### src/rtl/bcd_operand_entry.sv
// Pushbutton entry of a 5-digit BCD operand with sequential BCD-to-binary conversion.
// Optional build macro AUTO_CONVERT_EN: every digit or cursor edit also launches a conversion.

module bcd_operand_entry_debounce #(
    parameter logic [15:0] DEBOUNCE_CYCLES = 16'd50000
) (
    input  logic clk,
    input  logic rst_n,
    input  logic i_btn,
    output logic o_event
);

    logic        r_sync0;
    logic        r_sync1;
    logic        r_level;
    logic        r_level_d;
    logic [15:0] r_count;

    always_ff @(posedge clk or negedge rst_n) begin
        if (!rst_n) begin
            r_sync0 <= 1'b0;
            r_sync1 <= 1'b0;
        end else begin
            r_sync0 <= i_btn;
            r_sync1 <= r_sync0;
        end
    end

    // The counter runs only while the synchronized input disagrees with the
    // debounced level; a single agreeing cycle (bounce) restarts it.
    always_ff @(posedge clk or negedge rst_n) begin
        if (!rst_n) begin
            r_level <= 1'b0;
            r_count <= 16'd0;
        end else if (r_sync1 != r_level) begin
            if (r_count == DEBOUNCE_CYCLES - 16'd1) begin
                r_level <= r_sync1;
                r_count <= 16'd0;
            end else begin
                r_count <= r_count + 16'd1;
            end
        end else begin
            r_count <= 16'd0;
        end
    end

    always_ff @(posedge clk or negedge rst_n) begin
        if (!rst_n) begin
            r_level_d <= 1'b0;
        end else begin
            r_level_d <= r_level;
        end
    end

    assign o_event = r_level & ~r_level_d;

endmodule

module bcd_operand_entry #(
    parameter logic [15:0] DEBOUNCE_CYCLES = 16'd50000,
    parameter int          NUM_DIGITS      = 5
) (
    input  logic        clk,
    input  logic        rst_n,
    input  logic        btn_inc,
    input  logic        btn_sel,
    input  logic        btn_enter,
    output logic [19:0] bcd_digits,
    output logic [2:0]  cursor,
    output logic [15:0] value,
    output logic        valid,
    output logic        overflow,
    output logic        busy
);

    typedef enum logic [1:0] {
        ST_EDIT    = 2'd0,
        ST_CONVERT = 2'd1,
        ST_DONE    = 2'd2
    } state_t;

    localparam logic [2:0] LAST_IDX = 3'(NUM_DIGITS - 1);

    state_t      r_state;
    state_t      w_state_next;

    logic        w_inc_ev;
    logic        w_sel_ev;
    logic        w_ent_ev;

    logic [19:0] r_digits;
    logic [2:0]  r_cursor;
    logic [19:0] w_digits_edit;
    logic [2:0]  w_cursor_edit;
    logic        w_apply_edit;
    logic        w_start;
    logic [19:0] w_snap_src;

    logic [19:0] r_snap;
    logic [16:0] r_acc;
    logic [2:0]  r_idx;
    logic [3:0]  w_digit_sel;
    logic [16:0] w_acc_next;

    logic [15:0] r_value;
    logic        r_overflow;

    bcd_operand_entry_debounce #(.DEBOUNCE_CYCLES(DEBOUNCE_CYCLES)) u_db_inc (
        .clk     (clk),
        .rst_n   (rst_n),
        .i_btn   (btn_inc),
        .o_event (w_inc_ev)
    );

    bcd_operand_entry_debounce #(.DEBOUNCE_CYCLES(DEBOUNCE_CYCLES)) u_db_sel (
        .clk     (clk),
        .rst_n   (rst_n),
        .i_btn   (btn_sel),
        .o_event (w_sel_ev)
    );

    bcd_operand_entry_debounce #(.DEBOUNCE_CYCLES(DEBOUNCE_CYCLES)) u_db_ent (
        .clk     (clk),
        .rst_n   (rst_n),
        .i_btn   (btn_enter),
        .o_event (w_ent_ev)
    );

    // Candidate edit: increment uses the current cursor even when the cursor
    // advances in the same cycle.
    always_comb begin
        w_digits_edit = r_digits;
        for (int i = 0; i < 5; i++) begin
            if (w_inc_ev && (r_cursor == 3'(i))) begin
                w_digits_edit[i*4 +: 4] = (r_digits[i*4 +: 4] == 4'd9) ?
                                          4'd0 : r_digits[i*4 +: 4] + 4'd1;
            end
        end
        w_cursor_edit = r_cursor;
        if (w_sel_ev) begin
            w_cursor_edit = (r_cursor == 3'd4) ? 3'd0 : r_cursor + 3'd1;
        end
    end

    always_ff @(posedge clk or negedge rst_n) begin
        if (!rst_n) begin
            r_state <= ST_EDIT;
        end else begin
            r_state <= w_state_next;
        end
    end

    always_comb begin
        w_state_next = r_state;
        w_apply_edit = 1'b0;
        w_start      = 1'b0;
        case (r_state)
            ST_EDIT: begin
                if (w_ent_ev) begin
                    w_start      = 1'b1;
                    w_state_next = ST_CONVERT;
                end else if (w_inc_ev || w_sel_ev) begin
                    w_apply_edit = 1'b1;
`ifdef AUTO_CONVERT_EN
                    w_start      = 1'b1;
                    w_state_next = ST_CONVERT;
`endif
                end
            end
            ST_CONVERT: begin
                if (r_idx == 3'd0) begin
                    w_state_next = ST_DONE;
                end
            end
            ST_DONE: begin
                w_state_next = ST_EDIT;
            end
            default: begin
                w_state_next = ST_EDIT;
            end
        endcase
    end

    // Enter snapshots the unedited digits; an auto-launched conversion sees
    // the digits after this cycle's edit.
    assign w_snap_src = w_ent_ev ? r_digits : w_digits_edit;

    always_ff @(posedge clk or negedge rst_n) begin
        if (!rst_n) begin
            r_digits <= 20'd0;
            r_cursor <= 3'd0;
        end else if (w_apply_edit) begin
            r_digits <= w_digits_edit;
            r_cursor <= w_cursor_edit;
        end
    end

    always_comb begin
        case (r_idx)
            3'd4:    w_digit_sel = r_snap[19:16];
            3'd3:    w_digit_sel = r_snap[15:12];
            3'd2:    w_digit_sel = r_snap[11:8];
            3'd1:    w_digit_sel = r_snap[7:4];
            default: w_digit_sel = r_snap[3:0];
        endcase
    end

    assign w_acc_next = (r_acc * 17'd10) + {13'd0, w_digit_sel};

    always_ff @(posedge clk or negedge rst_n) begin
        if (!rst_n) begin
            r_snap <= 20'd0;
            r_acc  <= 17'd0;
            r_idx  <= 3'd0;
        end else if (w_start) begin
            r_snap <= w_snap_src;
            r_acc  <= 17'd0;
            r_idx  <= LAST_IDX;
        end else if (r_state == ST_CONVERT) begin
            r_acc <= w_acc_next;
            if (r_idx != 3'd0) begin
                r_idx <= r_idx - 3'd1;
            end
        end
    end

    // The result is registered on the final digit step so that value and
    // overflow are already updated during the DONE cycle that pulses valid.
    always_ff @(posedge clk or negedge rst_n) begin
        if (!rst_n) begin
            r_value    <= 16'd0;
            r_overflow <= 1'b0;
        end else if ((r_state == ST_CONVERT) && (r_idx == 3'd0)) begin
            if (w_acc_next > 17'd65535) begin
                r_value    <= 16'hFFFF;
                r_overflow <= 1'b1;
            end else begin
                r_value    <= w_acc_next[15:0];
                r_overflow <= 1'b0;
            end
        end
    end

    assign bcd_digits = r_digits;
    assign cursor     = r_cursor;
    assign value      = r_value;
    assign overflow   = r_overflow;
    assign valid      = (r_state == ST_DONE);
    assign busy       = (r_state != ST_EDIT);

endmodule
### config.mk
export PLATFORM = sky130hd
export DESIGN_NAME = bcd_operand_entry
export DESIGN_NICKNAME = d
export VERILOG_FILES = /design/src/rtl/bcd_operand_entry.sv
export SDC_FILE = /design/constraint.sdc
export NUM_CORES = 1
export LEC_CHECK = 0
export CAP_MARGIN = 20
export CORE_MARGIN = 2
export CORE_UTILIZATION = 57
export DETAILED_ROUTE_END_ITERATION = 8
export GPL_TIMING_DRIVEN = 0
export HOLD_SLACK_MARGIN = 0.03
export MAX_ROUTING_LAYER = met4
export PLACE_DENSITY_LB_ADDON = 0.15
export SETUP_SLACK_MARGIN = 0.5
export SYNTH_ARGS = -nofsm -noshare
export SYNTH_HDL_FRONTEND = slang
export SYNTH_SLANG_ARGS = --single-unit
export TNS_END_PERCENT = 50
### constraint.sdc
create_clock -name clk -period 5.26 [get_ports clk]
set_clock_uncertainty 0.15 [all_clocks]
set_input_delay 1.315 -clock clk [delete_from_list [all_inputs] [get_ports clk]]
set_output_delay 1.315 -clock clk [all_outputs]
set_load 0.01 [all_outputs]
=== Word-level counts from Yosys, hierarchy flattened ===
Cells that the tools add are included.

* Bits of input ports: 5
* Output and inout port bits: 42
* Word-level logic and storage cells: 119
* Flip-flop bits (word level): 142

* Bitwise gates (word level): 6
* Reductions and logical operators: 20
* $mul: 1
* $lt $le $gt $ge: 1
* Equal/unequal tests: 23
* Multiplexer cells: 34
* Add/subtract/negate cells: 11

{| class="wikitable"
|+ Operators by type and width
! cell !! count
|-
| $mux W16 || 7
|-
| $add A16 B1 Y16 const B || 3
|-
| $eq A16 B16 Y1 const B || 3
|-
| $mux W4 || 10
|-
| $mux W17 || 2
|-
| $add A4 B1 Y4 const B || 5
|-
| $eq A4 B4 Y1 const B || 5
|-
| $mux W20 || 1
|-
| $add A17 B4 Y17 || 1
|-
| $gt A17 B16 Y1 const B || 1
|-
| $mul A17 B3 Y16 const B || 1
|-
| $pmux W4 S4 || 1
|-
| $eq A3 B2 Y1 const B || 4
|-
| $mux W3 || 4
|-
| $reduce_and A2 Y1 || 6
|-
| $eq A3 B1 Y1 const B || 2
|-
| $eq A3 B3 Y1 const B || 2
|-
| $logic_and A1 B1 Y1 || 6
|-
| $logic_not A3 Y1 || 2
|-
| $mux W1 || 6
|-
| $reduce_bool A2 Y1 || 3
|-
| $mux W2 || 2
|-
| $ne A2 B2 Y1 const B || 2
|-
| $pmux W2 S2 || 1
|-
| other kinds (10) || 16
|}

=== Depth between registers and ports, before layout ===
* Depth after elaboration: 7
* Mapped depth: 18
* Depth with buffers taken out: 18

=== By module ===
A second synthesis with hierarchy kept.

* Cells, all modules: 711
* Area, all modules: 7568.5 µm²

{| class="wikitable"
|+ By module, submodules not included
! module !! area each (µm²) !! cells an instance !! times used !! seq. area each (µm²)
|-
| bcd_operand_entry || 4663.2 || 456 || 1 || 2026.9
|-
| bcd_operand_entry_debounce || 968.4 || 85 || 3 || 500.5
|}

=== Worst setup path after synthesis ===
Ideal clock, no wire load.

* Path type: flip-flop to flip-flop
* Start: register r_idx[0]
* End: register r_acc[13]
* Library setup time: 138 ps
* Required time: 4972 ps
* Cell stages (with the launch flop): 19
* Period minus slack after synthesis: 3835 ps
* Slack: 1425 ps
* Arrival: 3547 ps
* Path buffers: 0
* Cells stage by stage: dfrtp_1 -> inv_1 -> ha_1 -> nor3_1 -> nor2_1 -> a21oi_1 -> nand2_1 -> o211ai_1 -> ha_1 -> inv_1 -> fa_1 -> nor2b_1 -> o21ai_0 -> or3_1 -> nor3_1 -> a41oi_1 -> a211oi_1 -> xor2_1 -> o22ai_1

* Word-level cells in the longest chain between the ends: 5
* Elaborated cells on any way between the ends: 8
* Classes of those cells: add/sub: 1; eq/ne: 4; mux: 3

{| class="wikitable"
|+ Ends and longest elaborated chain
! item !! line !! text
|-
| start: declaration || 101 || <nowiki>logic [2:0] r_idx;</nowiki>
|-
| start signal: assignment || 222 || <nowiki>r_idx <= r_idx - 3'd1;</nowiki>
|-
| $eq A3 B1 Y1, or another cell as far along || 199 || <nowiki>case (r_idx)</nowiki>
|-
| $pmux W4 S4 (*) || 199 ||
|-
| $add A17 B4 Y17 (*) || 208 || <nowiki>assign w_acc_next = (r_acc * 17'd10) + {13'd0, w_digit_sel};</nowiki>
|-
| $mux W17 (*) || 219 || <nowiki>end else if (r_state == ST_CONVERT) begin</nowiki>
|-
| $mux W17 (*) || 215 || <nowiki>end else if (w_start) begin</nowiki>
|-
| end signal: assignment || 220 || <nowiki>r_acc <= w_acc_next;</nowiki>
|-
| end: declaration || 100 || <nowiki>logic [16:0] r_acc;</nowiki>
|}

Mark *: on every way between the ends. The rest lies on a longest branch, timed or not. The select of a mux whose other input is x is not followed.
A chain may end at the register's enable or synchronous reset.

=== Worst setup path in the final report ===
Same ends and word-level chain as after synthesis.

==> impl_results.md <==
- DIE AREA: between 10000 and 15000 um^2
- Share of the synthesized area in the top cell type: between 40% and 50%
- FF/Latch Area: between 3000 and 4000 um^2
- Endpoints failing hold: 0
- TNS Setup: 0 ns
- Post-synth top flop: dfrtp_1
- Max Clock Freq: about 0.23 GHz
- CTS tree: yes
- Layer with the highest usage: met2
- Share of cells above drive strength 1: a little under an eighth
- M1 GR Usage: between 30% and 40%
- Row count: 41
- Tmin final: around 4.3 ns
- Setup ws final: between 0.9 and 1 ns
- Worst IR Drop VDD: 0.0002688 V
- Final wirelength: about 15 mm
- Crit-path slowest cell: or3_1
- Global-route met2 utilization: between 30% and 40%
- Most common cell in the netlist: dfrtp_1
- Final Slew Violations: 0
- Hold/Removal Path Class: flop to flop
- Actual transition at the worst max-transition pin: about 0.72 ns
- RSZ-0062 raised after global routing: no
- Power Density: between 200 and 300 nW/um^2
- GR Overflow Total: 0
- ANT nets after route: 0
- Critical Path AT: ~4.4 ns
- Cells after Synth: a little over 700
- Mapped Nets: 762
- Antenna violations before repair: 0
- Post-layout nets: approximately 830
- Global-route wire length before repair: 26.48 mm
- Postcts setup bufs: 0
- Port buffer count: between 40 and 50
- Clock slew at reported path FFs: 0.06 ns
- Max clock buf depth: 2
- Vias in the first global route: 5509
- Root buf cell: clkbuf_16
- CP peak stage delay: approximately 0.43 ns
- Yosys warnings: 0
- Dpl ws: a little under 0.8 ns
- Leakage power total: 0.003994 uW
- Post-DP HPWL: roughly 11 mm
- GRT Util Overall: between 20% and 30%
- Total core area: approximately 13000 um^2
- N_diodes: 0
- Largest net degree at the start of global routing: 77
- Multi-input logic area: roughly 3700 um^2
- Synth-to-Final Area Change: 17.63%
- Kind of critical path: flop to flop
- CTS resizes: 0
- TritonCTS sink count: 141
- CP Max Fanout: 5
- CP cell instances: inv_1 -> ha_1 -> nor3_1 -> nor2_1 -> a21oi_2 -> nand2_1 -> o211ai_1 -> ha_1 -> inv_1 -> fa_1 -> nor2b_1 -> o21ai_0 -> or3_1 -> nor3_2 -> a41oi_1 -> a211oi_1 -> xor2_1 -> o22ai_1
- EDFF count, synth: 0
- CTS H-Tree Depth: 4
- # hold bufs at CTS: 0
- Outcome: complete, no violations
- Area contributors post-synth: dfrtp_1 (48%), ha_1 (6.9%), xnor2_1 (5.1%)
- DRC errors left: 0
- Area leader, netlist: dfrtp_1
- Initial core utilization: 58.56%
- FFs w/ async S/R, synth: 100.0%
- Fin area: 8692 um^2
- Crit share post-route: around four fifths
- Worst EP required: roughly 5.4 ns
- Synthesized area per cell: roughly 10 um^2
- GP Congestion: about 0.91
- Routed len/inst: 15.95 um
- Fill count: 990
- Met3 usage: 5.426%
- Syn Std Cell Area: 7390 um^2
- DIE WIDTH: between 100 and 150 um
- Router iterations before antenna repair: 5
- Max cap viols: 0
- Synth unique cells: 62
- Nature of the critical path startpoint: flop
- # setup viols final: 0
- Via count: ~5500
- Synthesis-stage register bit count: between 100 and 150
- Synth cell count leaders: dfrtp_1 (141), nor2_1 (87), nand2_1 (47)
- CTS buffer count: 17
- Die Ht: 117.9 um
- Nature of the critical path endpoint: flop
- Register-to-register setup slack: slightly below 1 ns
- Seq/Total Area, Yosys: between 40 and 50%
- # IOs: between 40 and 50
- Drt initial violations: between 400 and 500
- Vias per cell: about 5.7
- Rel. slew slack: between 50 and 60%
- Clock Latency Late Sink: roughly 0.43 ns
- Placed Instance Area: 8099 um^2
==> power breakdown <==
| group | leakage (uW) | switching (uW) | internal [uW] | total [uW] |
|---|---|---|---|---|
| clock | 0.000278 | 463 | 709 | 1170 |
| sequential | 0.00195 | 4.91 | 1090 | 1100 |
| combinational | 0.00177 | 30.6 | 11.2 | 41.8 |
| total | 0.00399 | 498 | 1810 | 2310 |
==> state kept, by name, indices dropped and copies added, names as in the netlist, 2 cells and up <==
| signal | count |
|---|---|
| bcd_digits | 20 |
| r_snap | 20 |
| r_acc | 16 |
| u_db_ent.r_count | 16 |
| u_db_inc.r_count | 16 |
| u_db_sel.r_count | 16 |
| value | 16 |
| cursor | 3 |
| r_idx | 3 |
| r_state | 2 |
==> critical path, delay by kind of cell (launching register included) <==
family          cells  cell delay (ns)
flops               1             0.41
fa+ha+maj           3             0.90
simple gates        6             1.28
xor+xnor            1             0.27
compound gates      6             0.96
buf+inv             2             0.16
==> per-stage QoR <==
stage          hold slack (ns)  total power [uW]  instances  utilization [%]
2_1_floorplan           0.1812              1129        714                -
3_3_place_gp            0.1822              1157        932            63.91
3_5_place_dp            0.1847              1161        934            64.18
4_1_cts                 0.1983              2332        966            68.81
5_1_grt                 0.2076              2389        966            68.88
6_report                0.1977              2311        966            68.88
==> kinds of logic after synthesis <==
| kind of cell | share of synthesized area [%] |
|---|---|
| simple gates | 17.56 |
| flops | 47.75 |
| compound gates | 11.24 |
| xor+xnor | 9.363 |
| buf+inv | 2.811 |
| fa+ha+maj | 7.484 |
| mux | 3.793 |
==> placed cells by master, fill, tap and decap left out, types with 17 or more instances in the layout <==
master	n
clkdlybuf4s50_1	45
dfrtp_1	141
clkbuf_1	17
o21ai_0	17
xor2_1	36
o22ai_1	17
nor3_1	17
ha_1	41
nand2_1	47
inv_1	22
nand3_1	28
clkbuf_16	17
a21oi_1	22
nor2b_1	17
mux2_2	24
xnor2_1	43
nor2_1	87
==> metal layers <==
metal | part of all wire, % | vias up | wire length [um]
met5 | 0 | - | 0
met3 | 3.7 | 24 | 573
met1 | 45 | 2738 | 6949
li1 | - | 2650 | -
met2 | 50 | 114 | 7631
met4 | 1.6 | 0 | 254
==> worst paths after layout <==
check / startpoint / endpoint / cells after the start
min reg2reg: u_db_ent.r_sync0 / u_db_ent.r_sync1 / 0
max in group asynchronous: rst_n / value[1] / 2
min in group asynchronous: rst_n / u_db_inc.r_count[8] / 1
max reg2reg: r_idx[0] / r_acc[13] / 18
max: r_idx[0] / r_acc[13] / 18
min: u_db_ent.r_sync0 / u_db_ent.r_sync1 / 0
==> final cells by class <==
cell class	instances	area share (%)
tap	172	2.476
timing repair buffer	48	5.686
clock buffer	18	5.053
inverter	22	0.9500
clock inverter	14	1.670
buffer	24	1.439
multi-input combinational	527	42.13
sequential	141	40.59
Note: power is estimated with default switching activity, not from simulation.
